==> src/rtl/instr_fetch_unit_pkg.sv <==
// Shared core definitions for the instruction-fetch stage.
package instr_fetch_unit_pkg;

    localparam int unsigned XLEN    = 32;
    localparam int unsigned PC_STEP = 4;

    localparam logic [XLEN-1:0] BUBBLE_INSTR = 32'h0000_0000;

    typedef enum logic [1:0] {
        IDLE = 2'd0,
        WAIT = 2'd1,
        HOLD = 2'd2,
        DROP = 2'd3
    } fetch_state_e;

    // Word-align an address by clearing its two low bits.
    function automatic logic [XLEN-1:0] align_pc(input logic [XLEN-1:0] pc);
        return {pc[XLEN-1:2], 2'b00};
    endfunction

endpackage

==> src/rtl/instr_fetch_unit.sv <==
// Instruction-fetch stage: owns the fetch PC and drives a single-outstanding
// instruction-memory port, presenting one instruction per cycle to IF/ID.
module instr_fetch_unit
    import instr_fetch_unit_pkg::*;
#(
    parameter logic [XLEN-1:0] RESET_PC = 32'h0000_0000
) (
    input  logic            clk_i,
    input  logic            rst_i,
    input  logic            stall_i,
    input  logic            redirect_i,
    input  logic [XLEN-1:0] redirect_pc_i,
    output logic            imem_req_o,
    output logic [XLEN-1:0] imem_addr_o,
    input  logic            imem_rvalid_i,
    input  logic [XLEN-1:0] imem_rdata_i,
    output logic [XLEN-1:0] pc_o,
    output logic [XLEN-1:0] instr_o,
    output logic            valid_o
);

    fetch_state_e    r_state;
    fetch_state_e    w_state_next;
    logic [XLEN-1:0] r_pc;
    logic [XLEN-1:0] w_pc_next;
    logic [XLEN-1:0] r_hold;
    logic [XLEN-1:0] w_hold_next;

    logic            w_req;
    logic [XLEN-1:0] w_addr;
    logic            w_valid;
    logic [XLEN-1:0] w_instr;
    logic [XLEN-1:0] w_pc_inc;
    logic [XLEN-1:0] w_target;

    assign w_pc_inc = r_pc + XLEN'(PC_STEP);
    assign w_target = align_pc(redirect_pc_i);

    // State, fetch PC and held-instruction registers.
    always_ff @(posedge clk_i) begin
        if (rst_i) begin
            r_state <= IDLE;
            r_pc    <= RESET_PC;
            r_hold  <= BUBBLE_INSTR;
        end else begin
            r_state <= w_state_next;
            r_pc    <= w_pc_next;
            r_hold  <= w_hold_next;
        end
    end

    // Next-state, request and presentation logic; redirect overrides everything.
    always_comb begin
        w_state_next = r_state;
        w_pc_next    = r_pc;
        w_hold_next  = r_hold;
        w_req        = 1'b0;
        w_addr       = r_pc;
        w_valid      = 1'b0;
        w_instr      = BUBBLE_INSTR;

        if (redirect_i) begin
            w_pc_next = w_target;
            case (r_state)
                IDLE, HOLD: begin
                    w_req        = 1'b1;
                    w_addr       = w_target;
                    w_state_next = WAIT;
                end
                WAIT, DROP: begin
                    // The port frees up only when the pending response returns.
                    if (imem_rvalid_i) begin
                        w_req        = 1'b1;
                        w_addr       = w_target;
                        w_state_next = WAIT;
                    end else begin
                        w_state_next = DROP;
                    end
                end
                default: w_state_next = IDLE;
            endcase
        end else begin
            case (r_state)
                IDLE: begin
                    w_req        = 1'b1;
                    w_addr       = r_pc;
                    w_state_next = WAIT;
                end
                WAIT: begin
                    if (imem_rvalid_i) begin
                        w_valid = 1'b1;
                        w_instr = imem_rdata_i;
                        if (!stall_i) begin
                            w_req     = 1'b1;
                            w_addr    = w_pc_inc;
                            w_pc_next = w_pc_inc;
                        end else begin
                            w_hold_next  = imem_rdata_i;
                            w_state_next = HOLD;
                        end
                    end
                end
                HOLD: begin
                    w_valid = 1'b1;
                    w_instr = r_hold;
                    if (!stall_i) begin
                        w_req        = 1'b1;
                        w_addr       = w_pc_inc;
                        w_pc_next    = w_pc_inc;
                        w_state_next = WAIT;
                    end
                end
                DROP: begin
                    // Wrong-path data is discarded; refetch at the stored target.
                    if (imem_rvalid_i) begin
                        w_req        = 1'b1;
                        w_addr       = r_pc;
                        w_state_next = WAIT;
                    end
                end
                default: w_state_next = IDLE;
            endcase
        end
    end

    // Outputs are quiet while reset is held so the port sees no stray request.
    assign imem_req_o  = w_req & ~rst_i;
    assign imem_addr_o = w_addr;
    assign valid_o     = w_valid & ~rst_i;
    assign instr_o     = valid_o ? w_instr : BUBBLE_INSTR;
    assign pc_o        = rst_i ? RESET_PC : r_pc;

endmodule

==> config.mk <==
export PLATFORM = sky130hd
export DESIGN_NAME = instr_fetch_unit
export DESIGN_NICKNAME = d
export VERILOG_FILES = /design/src/rtl/instr_fetch_unit_pkg.sv /design/src/rtl/instr_fetch_unit.sv
export SDC_FILE = /design/constraint.sdc
export NUM_CORES = 1
export LEC_CHECK = 0
export ABC_AREA = 1
export CORE_MARGIN = 4
export CORE_UTILIZATION = 42
export CTS_CLUSTER_DIAMETER = 150
export DETAILED_ROUTE_END_ITERATION = 12
export PLACE_DENSITY = 0.77
export RECOVER_POWER = 100
export SLEW_MARGIN = 20
export SYNTH_ARGS = -nofsm -noshare
export SYNTH_HDL_FRONTEND = slang
export SYNTH_SLANG_ARGS = --single-unit
export TNS_END_PERCENT = 100
==> constraint.sdc <==
create_clock -name clk_i -period 5.3 [get_ports clk_i]
set_clock_uncertainty 0.05 [all_clocks]
set_input_delay 0.795 -clock clk_i [delete_from_list [all_inputs] [get_ports clk_i]]
set_output_delay 0.795 -clock clk_i [all_outputs]
set_load 0.02 [all_outputs]
==> flow_summary.yaml <==
status:
  outcome: "finished with violations"
  violations: "capacitance limit, slew limit"
synthesis:
  synthDistinctLibCells: 45
  ys_seq_area_share_pct: 21.2
  synth_area_um2: 6040
  yosysWarnings: 0
  synth.avg_cell_area_um2: 5.55
  synth_cells: 1089
  synth-seq-cells: 64
sta:
  max-slew-margin-rel_pct: -6.08
  finalMaxSlewViolations: 102
  worst_margin_pin_slew_ns: 1.59
  fmax_mhz: 201
  period_needed_ns: 4.97
  fin_setup_tns_ns: 0
  final_min_period_over_clock_period_pct: 93.8
  setup_viol: 0
  rsz0062_at_grt: "no"
  hold_violations: 0
power:
  power.static_leakage_uw: 0.00321
  power.switching_uw: 854
  switching_share_pct: 39.5
  power-per-cell-area_nw_per_um2: 273
  cell_internal_pwr_uw: 1310
  power.clock.fraction_pct: 32.9
  share_comb_of_total_power_pct: 39.9
  seq_power_share_pct: 27.2
  irDropWorstVdd_mv: 0.140
cells_and_area:
  n_fill_cell: 1450
  multi_input_comb_area_um2: 4070
  number_of_nets_in_the_finished_design: 1275
  leading_cell_type_in_the_layout_fill_and_taps_excluded: "sky130_fd_sc_hd__nand2_1"
  fin_util_pct: 56.7
  most_frequent_cells_in_the_layout: "sky130_fd_sc_hd__nand2_1 (350), sky130_fd_sc_hd__a21oi_1 (146), sky130_fd_sc_hd__nor2_1 (93)"
  antenna_diode_count: 0
  area_growth_syn_to_layout_pct: 31.2
  ff_latch_area_um2: 1280
  layout-drive-gt1-share_pct: 5.56
clock_network:
  cts-root-to-sink-buffers: 2
  ctsHoldBuffers: 0
  cts_buffers: 9
  cts.repair_timing.setup_buffer_count: 0
  number_of_cells_upsized_or_downsized_after_cts: 0
  cts_tree: "built"
  root_buffer: "sky130_fd_sc_hd__clkbuf_16"
  path_clk_slew_ns: 0.05
  numClockSinks: 64
  clk_latency_ns: 0.35
  total_number_of_h_tree_levels: 3
die:
  fp.dieW_um: 128
  die_y_um: 128
  initial_utilization_pct: 43.2
  row_count: 43
  placeableCoreArea_um2: 14000
  area_of_the_die_um2: 16400
  io_pins: 167
global_route:
  grt_overflow: 0
  grt_pass1_wl_um: 35400
  largest_net_degree_at_the_start_of_global_routing: 55
  number_of_antenna_violations_at_the_first_check_in_global_routing: 0
  first_global_vias: 7222
  grt_use_total_pct: 26.5
hold_path:
  worst_hold_path_cell_count: 2
  worstHoldPathType: "reg -> reg"
critical_path:
  timing.critical_path.from_type: "flip-flop"
  path_max_fanout: 18
  critical-path-max-stage-delay_ns: 0.74
  data_arrival_time_of_the_worst_path_ns: 4.13
  worst_reg_to_reg_path_cell_count: 8
  crit_path_frequent_cell: "sky130_fd_sc_hd__inv_1"
  cpMaxStageDelayCell: "sky130_fd_sc_hd__nor2_1"
  timing.critical_path.cells: "inv_1 > ha_1 > nor2_1 > nor2_2 > inv_1 > nor2_4 > inv_1 > o21ai_0 > o21bai_1 > dlygate4sd3_1"
  worst_ep_required_time_ns: 4.45
  worstSetupPathType: "reg -> out"
  worstSetupEndpointType: "output pin"
placed_design:
  hpwlAfterDp_um: 14700
  io_buffer_count: 160
  globalplace.congestion: 0.931
route:
  avgViaCountPerCell: 5.52
  post-route-drc-count: 0
  route.final.wire_length_um: 22000
  route.vias.total: 7652
  drt_iter0_markers: 836
  detail-route-antenna-nets: 0
  firstDrtPassIters: 5
  wl_per_cell_um: 15.9
job:
  drv_cap: 3
## routing by layer
layer	vias to the layer above	routed length [um]	track usage, %
met1	3352	8870	33.7
met2	457	9720	42.5
met4	0	648	10.8
met3	60	2760	7.00
met5	-	0	0
li1	3783	-	-
## synthesized netlist by cell type
library cell                    instances  share of area, %
sky130_fd_sc_hd__a221oi_1               1              0.14
sky130_fd_sc_hd__nand4_1                8              0.83
sky130_fd_sc_hd__clkbuf_1              41               2.5
sky130_fd_sc_hd__nor2_2                11               1.1
sky130_fd_sc_hd__clkbuf_8               3              0.68
sky130_fd_sc_hd__clkinv_1               2              0.12
sky130_fd_sc_hd__nand2_1              350                22
sky130_fd_sc_hd__a31oi_1                6              0.62
sky130_fd_sc_hd__nand2_2                3              0.31
sky130_fd_sc_hd__nor2_4                 7               1.3
sky130_fd_sc_hd__a31o_2                 1              0.14
sky130_fd_sc_hd__inv_1                 74               4.6
sky130_fd_sc_hd__a22oi_1                1              0.12
sky130_fd_sc_hd__conb_1                 1             0.062
sky130_fd_sc_hd__ha_1                   6               1.2
sky130_fd_sc_hd__buf_1                  5              0.31
sky130_fd_sc_hd__o21ai_1                8              0.66
sky130_fd_sc_hd__nand3_1               77               6.4
sky130_fd_sc_hd__o221ai_1               2              0.29
sky130_fd_sc_hd__o21ai_0               85               7.0
sky130_fd_sc_hd__a211oi_1               1              0.12
sky130_fd_sc_hd__dlygate4sd1_1          1              0.14
sky130_fd_sc_hd__xor2_2                 1              0.27
sky130_fd_sc_hd__a32oi_1                1              0.14
sky130_fd_sc_hd__buf_6                  1              0.19
sky130_fd_sc_hd__a41oi_1                1              0.14
sky130_fd_sc_hd__buf_2                 16               1.3
sky130_fd_sc_hd__dfxtp_1               64                21
sky130_fd_sc_hd__nor3_1                 4              0.33
sky130_fd_sc_hd__inv_2                  8              0.50
sky130_fd_sc_hd__o21bai_1               4              0.50
sky130_fd_sc_hd__clkbuf_2               3              0.25
sky130_fd_sc_hd__o21a_1                 1              0.12
sky130_fd_sc_hd__or2_0                  2              0.21
sky130_fd_sc_hd__o22ai_1                7              0.72
sky130_fd_sc_hd__nand3_2                4              0.66
sky130_fd_sc_hd__nor4_2                 1              0.21
sky130_fd_sc_hd__a21oi_1              146                12
sky130_fd_sc_hd__a21o_1                 1              0.12
sky130_fd_sc_hd__nor2_1                93               5.8
sky130_fd_sc_hd__clkbuf_4               1              0.12
sky130_fd_sc_hd__or2_2                  5              0.52
sky130_fd_sc_hd__o211ai_1              16               2.0
sky130_fd_sc_hd__buf_4                  7              0.87
sky130_fd_sc_hd__xor2_1                 8               1.2
## worst paths after layout
| path | start | to | slack (ns) |
|---|---|---|---|
| setup / recovery | r_state[1]$_SDFFE_PP0P_ | imem_addr_o[14] | 0.33 |
| hold / removal | r_hold[4]$_SDFFE_PP0P_ | r_hold[4]$_SDFFE_PP0P_ | 0.41 |
| setup reg to reg | r_state[1]$_SDFFE_PP0P_ | r_hold[30]$_SDFFE_PP0P_ | 1.74 |
| hold reg to reg | r_hold[4]$_SDFFE_PP0P_ | r_hold[4]$_SDFFE_PP0P_ | 0.41 |
## flip-flops by register name (all words and copies together) (netlist names)
name,flops
r_pc,30
r_hold,32
r_state,2
## power by group through the flow
| stage | combinational [uW] | clock, uW | sequential, uW |
|---|---|---|---|
| 5_1_grt | 944 | 736 | 595 |
| 4_1_cts | 875 | 722 | 584 |
| 2_1_floorplan | 575 | 0 | 567 |
| 6_report | 862 | 711 | 588 |
| 3_5_place_dp | 871 | 0 | 594 |
| 3_3_place_gp | 864 | 0 | 594 |
## cell type report
type                            count  area share, %
Clock buffer                       11           3.06
Clock inverter                      5           1.31
Inverter                           84           3.98
Multi-Input combinational cell    866           51.3
Sequential cell                    64           16.2
Tap cell                          180           2.84
Timing Repair Buffer              175           21.4
## logic make-up (layout without fill, tap and decap cells)
kind of cell | after synthesis | in the layout | share of synthesized area [%]
AO/OA/AOI/OAI | 282 | 282 | 25.0
flip-flops | 64 | 64 | 21.2
other | 1 | 4 | 0.0621
adder cells (fa/ha/maj) | 6 | 6 | 1.24
buffers and inverters | 162 | 275 | 11.7
AND/OR/NAND/NOR | 565 | 565 | 39.4
XOR/XNOR | 9 | 9 | 1.43
## worst max-delay path: cells and delay by family (launching register included)
| family | cells | cell delay [ns] |
|---|---|---|
| AOI/OAI and AO/OA | 2 | 0.35 |
| adders and majority gates | 1 | 0.26 |
| buffers and inverters | 4 | 1.95 |
| DFF | 1 | 0.36 |
| and+or+nand+nor | 3 | 0.87 |
## metrics by stage
step / instance area (um2) / setup slack (ns) / instances / total power [uW] / hold slack, ns
after CTS: 7950 / 0.727 / 1385 / 2180 / 0.412
after global routing: 7930 / 0.233 / 1385 / 2280 / 0.429
after global placement: 7600 / 0.748 / 1369 / 1460 / 0.398
after floorplan: 6050 / 2.13 / 1092 / 1140 / 0.391
after detailed placement: 7600 / 0.733 / 1369 / 1460 / 0.404
final: 7930 / 0.326 / 1385 / 2160 / 0.411
No activity file was read; power rests on OpenSTA's default activity.
